$ cat src/rtl/control_sequencer.sv
// Instruction control sequencer: owns the FETCH/DECODE/EXECUTE/WRITEBACK/OUTPUT FSM and the IR,
// and drives the datapath control word from the current state and the latched instruction.
module control_sequencer #(
    parameter int unsigned CTRL_W          = 16,
    parameter bit          OUTPUT_EN       = 1'b1,
    parameter bit          HALT_ON_ILLEGAL = 1'b1,
    parameter int unsigned CNT_W           = 8
) (
    input  logic              clk,
    input  logic              rst,
    input  logic [7:0]        instr_in,
    input  logic              instr_valid,
    output logic              instr_ready,
    input  logic              stall,
    output logic [CTRL_W-1:0] ctrl_out,
    output logic [2:0]        state_out,
    output logic              illegal,
    output logic              halted,
    output logic [CNT_W-1:0]  retired
);

    typedef enum logic [2:0] {
        StFetch     = 3'd0,
        StDecode    = 3'd1,
        StExecute   = 3'd2,
        StWriteback = 3'd3,
        StOutput    = 3'd4,
        StHalt      = 3'd5
    } state_t;

    state_t           state_q, state_d;
    logic [7:0]       ir_q, ir_d;
    logic [CNT_W-1:0] retired_q, retired_d;

    logic [1:0]  src, dst;
    logic [3:0]  op;
    logic        legal;
    logic [15:0] exec_word;
    logic [15:0] ctrl_word;

    assign src = ir_q[7:6];
    assign dst = ir_q[5:4];
    assign op  = ir_q[3:0];

    // Execute word and legality of the latched instruction.
    always_comb begin
        legal     = 1'b0;
        exec_word = 16'h0000;
        if (ir_q == 8'h00) begin
            legal     = 1'b1;
            exec_word = 16'h0010;
        end else begin
            case (op)
                4'hA: begin
                    if (dst == 2'd3 && src == 2'd1) begin
                        legal     = 1'b1;
                        exec_word = 16'h381A;
                    end else if (dst == 2'd3 && (src == 2'd0 || src == 2'd2)) begin
                        legal     = 1'b1;
                        exec_word = 16'h384A | {10'b0, src, 4'b0};
                    end else if ((dst == 2'd1 || dst == 2'd2) && src == 2'd0) begin
                        legal     = 1'b1;
                        exec_word = 16'h084A | {2'b0, dst, 12'b0};
                    end
                end
                4'h1, 4'h2, 4'h5, 4'h6, 4'h7, 4'hB, 4'hC, 4'hD: begin
                    if (dst == 2'd1 && src != 2'd1) begin
                        legal     = 1'b1;
                        exec_word = {10'b0, src, op};
                    end
                end
                4'h3, 4'h4, 4'h8: begin
                    if (src == 2'd0) begin
                        legal     = 1'b1;
                        exec_word = (dst == 2'd1) ? {12'h001, op} : {8'h00, 2'b01, dst, op};
                    end
                end
                default: ;
            endcase
        end
    end

    always_ff @(posedge clk) begin
        if (rst) begin
            state_q   <= StFetch;
            ir_q      <= 8'h00;
            retired_q <= '0;
        end else begin
            state_q   <= state_d;
            ir_q      <= ir_d;
            retired_q <= retired_d;
        end
    end

    always_comb begin
        state_d   = state_q;
        ir_d      = ir_q;
        retired_d = retired_q;
        case (state_q)
            StFetch: begin
                if (instr_valid) begin
                    ir_d    = instr_in;
                    state_d = StDecode;
                end
            end
            StDecode: begin
                if (!stall) begin
                    if (legal) begin
                        state_d = StExecute;
                    end else begin
                        state_d = HALT_ON_ILLEGAL ? StHalt : StFetch;
                    end
                end
            end
            StExecute: begin
                if (!stall) begin
                    if (ir_q == 8'h00) begin
                        state_d   = StFetch;
                        retired_d = retired_q + CNT_W'(1);
                    end else begin
                        state_d = StWriteback;
                    end
                end
            end
            StWriteback: begin
                if (!stall) begin
                    if (OUTPUT_EN) begin
                        state_d = StOutput;
                    end else begin
                        state_d   = StFetch;
                        retired_d = retired_q + CNT_W'(1);
                    end
                end
            end
            StOutput: begin
                if (!stall) begin
                    state_d   = StFetch;
                    retired_d = retired_q + CNT_W'(1);
                end
            end
            StHalt:  state_d = StHalt;
            default: state_d = StFetch;
        endcase
    end

    always_comb begin
        ctrl_word = 16'h0000;
        case (state_q)
            StFetch:     ctrl_word = 16'h0400;
            StDecode:    ctrl_word = (legal && src == 2'd0) ? 16'h0200 : 16'h0000;
            StExecute:   ctrl_word = exec_word;
            StWriteback: ctrl_word = 16'h3880;
            StOutput:    ctrl_word = 16'h0080;
            default:     ctrl_word = 16'h0000;
        endcase
    end

    always_comb begin
        ctrl_out       = '0;
        ctrl_out[15:0] = ctrl_word;
    end

    assign state_out   = state_q;
    assign instr_ready = (state_q == StFetch);
    assign illegal     = (state_q == StDecode) && !legal;
    assign halted      = (state_q == StHalt);
    assign retired     = retired_q;

endmodule
$ cat config.mk
export PLATFORM = sky130hd
export DESIGN_NAME = control_sequencer
export DESIGN_NICKNAME = d
export VERILOG_FILES = /design/src/rtl/control_sequencer.sv
export SDC_FILE = /design/constraint.sdc
export NUM_CORES = 1
export LEC_CHECK = 0
export ABC_CLOCK_PERIOD_IN_PS = 5200
export CAP_MARGIN = 20
export CORE_MARGIN = 1
export CORE_UTILIZATION = 50
export CTS_CLUSTER_DIAMETER = 100
export DETAILED_ROUTE_END_ITERATION = 8
export PLACE_DENSITY = 0.81
export SYNTH_ARGS = -nofsm -noshare
export SYNTH_HDL_FRONTEND = slang
export SYNTH_SLANG_ARGS = --single-unit
$ cat constraint.sdc
create_clock -name clk -period 5.2 [get_ports clk]
set_input_delay 1.04 -clock clk [delete_from_list [all_inputs] [get_ports clk]]
set_output_delay 1.04 -clock clk [all_outputs]
set_load 0.005 [all_outputs]
==> results.yml <==
timing:
  setup_slack_ns: 1.38
  worstMarginPinSlew_ns: 0.744
  skew_ns: 0.00276
  finalSetupViolations: 0
  slew_headroom_pct: 50.3
  rsz0062_at_grt: "no"
  fin_setup_tns_ns: 0
  fin_crit_sh_pct: 73.5
  drv_slew: 0
  max_freq_mhz: 262
  final_hold_viol_count: 0
  holdWs_ns: 0.528
  post-route-min-period_ns: 3.82
yosys:
  synth.avg_cell_area_um2: 7.84
  synth_edf_count: 0
  synthCells: 179
  synth_cell_types: 53
  async_flop_share_pct: 0
  synth-main-ff-cell: "dfxtp_1"
  netlist_area_mm2: 0.00140
  ys_seq_area_share_pct: 27.1
  yosys.area.top_type: "dfxtp_1"
  ys_ff_latch: 19
  synth_area_leaders: "dfxtp_1 (27%), nand2_1 (8.0%), a21oi_1 (5.0%), ha_1 (3.6%), nor2_1 (3.5%)"
  yosys_warnings: 0
  synth_top_area_share_pct: 27.1
placed_design:
  place.gp.congestion: 0.907
  portBuffers: 38
  post-dp-hpwl_mm: 2.57
  dpl_cell_area_mm2: 0.00174
  dp_slack_ns: 1.76
critical_path:
  rrSetupSlack_ns: 3.21
  reg2reg_to: "state_out[1]"
  worstPathRequired_ns: 4.16
  crit_fanout: 13
  rr_startpoint: "ir_q[3]"
  startpoint: "ir_q[3]"
  r2r_cells: 5
  critPathCaptureType: "output pin"
  critical_path_class: "flip-flop to output pin"
  arrival_ns: 2.78
  cp-start-kind: "flip-flop"
clock_network:
  cts_sinks: 19
  cts_buffers: 3
  post-cts-setup-buffer-count: 0
  cts-root-buf: "clkbuf_4"
  clockBufferDepth: 2
  hold_buffers: 0
  clk_pin_slew_ns: 0.12
  clk_latency_ns: 0.30
  cts_max_level: 1
  cts_tree: "yes"
  cts_resized: 0
route:
  post_drt_wl_per_cell_um: 14.2
  wirelength_mm: 3.40
  via_per_inst: 5.68
  drc: 0
  antenna_left: 0
  route.met3.wl_um: 197
  drt-met1-wl_mm: 1.57
  dr.pass1.iters: 4
  wl_met2_mm: 1.62
  drt_iter0_markers: 53
  dr_total_vias: 1364
  highest_layer: "met4"
floorplanning:
  die_w_um: 55.0
  io_pins: 42
  dieArea_mm2: 0.00302
  num_rows: 18
  die_h_um: 55.0
  core_mm2: 0.00257
  start_util_pct: 54.7
final_layout:
  num_antenna_cells: 0
  design_area_mm2: 0.00177
  multi_input_area_um2: 925
  seqCellArea_um2: 380
  nets: 227
  final_common_cell: "clkdlybuf4s50_1"
  fillers: 216
  syn_to_final_growth_pct: 26.0
  drive_gt1_share_pct: 10.5
  layout.cells.most_common_list: "clkdlybuf4s50_1 (38), nand2_1 (30), dfxtp_1 (19), a21oi_1 (14), nor2_1 (13)"
global_route:
  grt_use_total_pct: 24.1
  grt_pass1_vias: 1182
  globalRoute.totalOverflow: 0
  antenna_found_initial: 0
  grt_pass1_wl_mm: 5.25
  grt_max_degree: 22
pwr:
  cellPowerDensity_mw_per_mm2: 284
  vdd.ir_drop.worst_v: 0.000246
  power.leakage_nw: 0.611
run:
  drv_cap: 0
min_path:
  worstHoldStart: "retired[6]"
  min_path_type: "flip-flop to flip-flop"
  min_delay_path_depth: 2
  min_to: "retired[6]"
status:
  status: "finished, final reports clean"
state kept, by name, indices dropped and copies added (netlist names):
register	flops
ir_q	8
state_out	3
retired	8
cells in the mapped netlist, types with 2 or more instances:
library cell and n:
and3_1 2, a21oi_1 14, buf_6 2, or2_2 2
inv_1 5, a31oi_1 2, nor4_2 3, or3_1 5
and3_2 4, nand3_1 3, nor2_1 13, nand2b_1 6
dfxtp_1 19, nor2b_1 3, xor2_1 2, nor3_1 5
nand2_1 30, xnor2_1 5, buf_4 5, clkbuf_1 4
o21ai_0 7, nor4b_1 2, o22ai_1 2, ha_1 4
a21boi_0 2
how the worst max path moves through the flow:
stage                   to  cells after the start
4_1_cts        ctrl_out[9]                      6
2_1_floorplan      illegal                      6
6_report       ctrl_out[9]                      6
3_3_place_gp   ctrl_out[9]                      6
5_1_grt        ctrl_out[9]                      6
3_5_place_dp   ctrl_out[9]                      6
area by class of cell:
class	count	share of cell area, %
tap	30	2.12
clock buffer	3	1.27
sequential	19	21.5
clock inverter	1	0.283
multi-input combinational	144	52.3
timing repair buffer	38	21.5
inverter	5	1.06
metal layers:
layer | vias up | global-route usage, %
met5 | - | 0
met4 | 0 | 9.17
met3 | 2 | 4.37
met2 | 56 | 39.8
met1 | 623 | 31.0
li1 | 683 | -
cell families (layout without fill, tap and decap cells):
family / after synthesis / in the layout / synth area share, %
xor+xnor: 7 / 7 / 4.37
buf+inv: 18 / 47 / 7.58
other cells: 1 / 3 / 0.267
compound gates: 38 / 38 / 19.2
mux: 1 / 1 / 0.713
fa+ha+maj: 4 / 4 / 3.57
flops: 19 / 19 / 27.1
simple gates: 91 / 91 / 37.3
worst max-delay path, stage by stage, from the launching register on:
cell and delay [ns]:
dfxtp_1 0.63, xor2_1 0.22, nor2_1 0.08, o41ai_2 0.59
nor3_2 0.15, nor4b_2 0.27, clkdlybuf4s50_1 0.54
power by group:
group / internal (mW) / switching, mW
clock: 0.0287 / 0.0485
combinational: 0.112 / 0.115
sequential: 0.161 / 0.0384
stage by stage:
stage	instances	util [%]	power, mW
floorplan	181	-	0.356
global placement	236	67.8	0.420
detailed placement	236	67.8	0.426
CTS	240	68.9	0.502
global route	240	68.9	0.533
finish	240	68.9	0.503
Power figures use the tool's default switching activity.
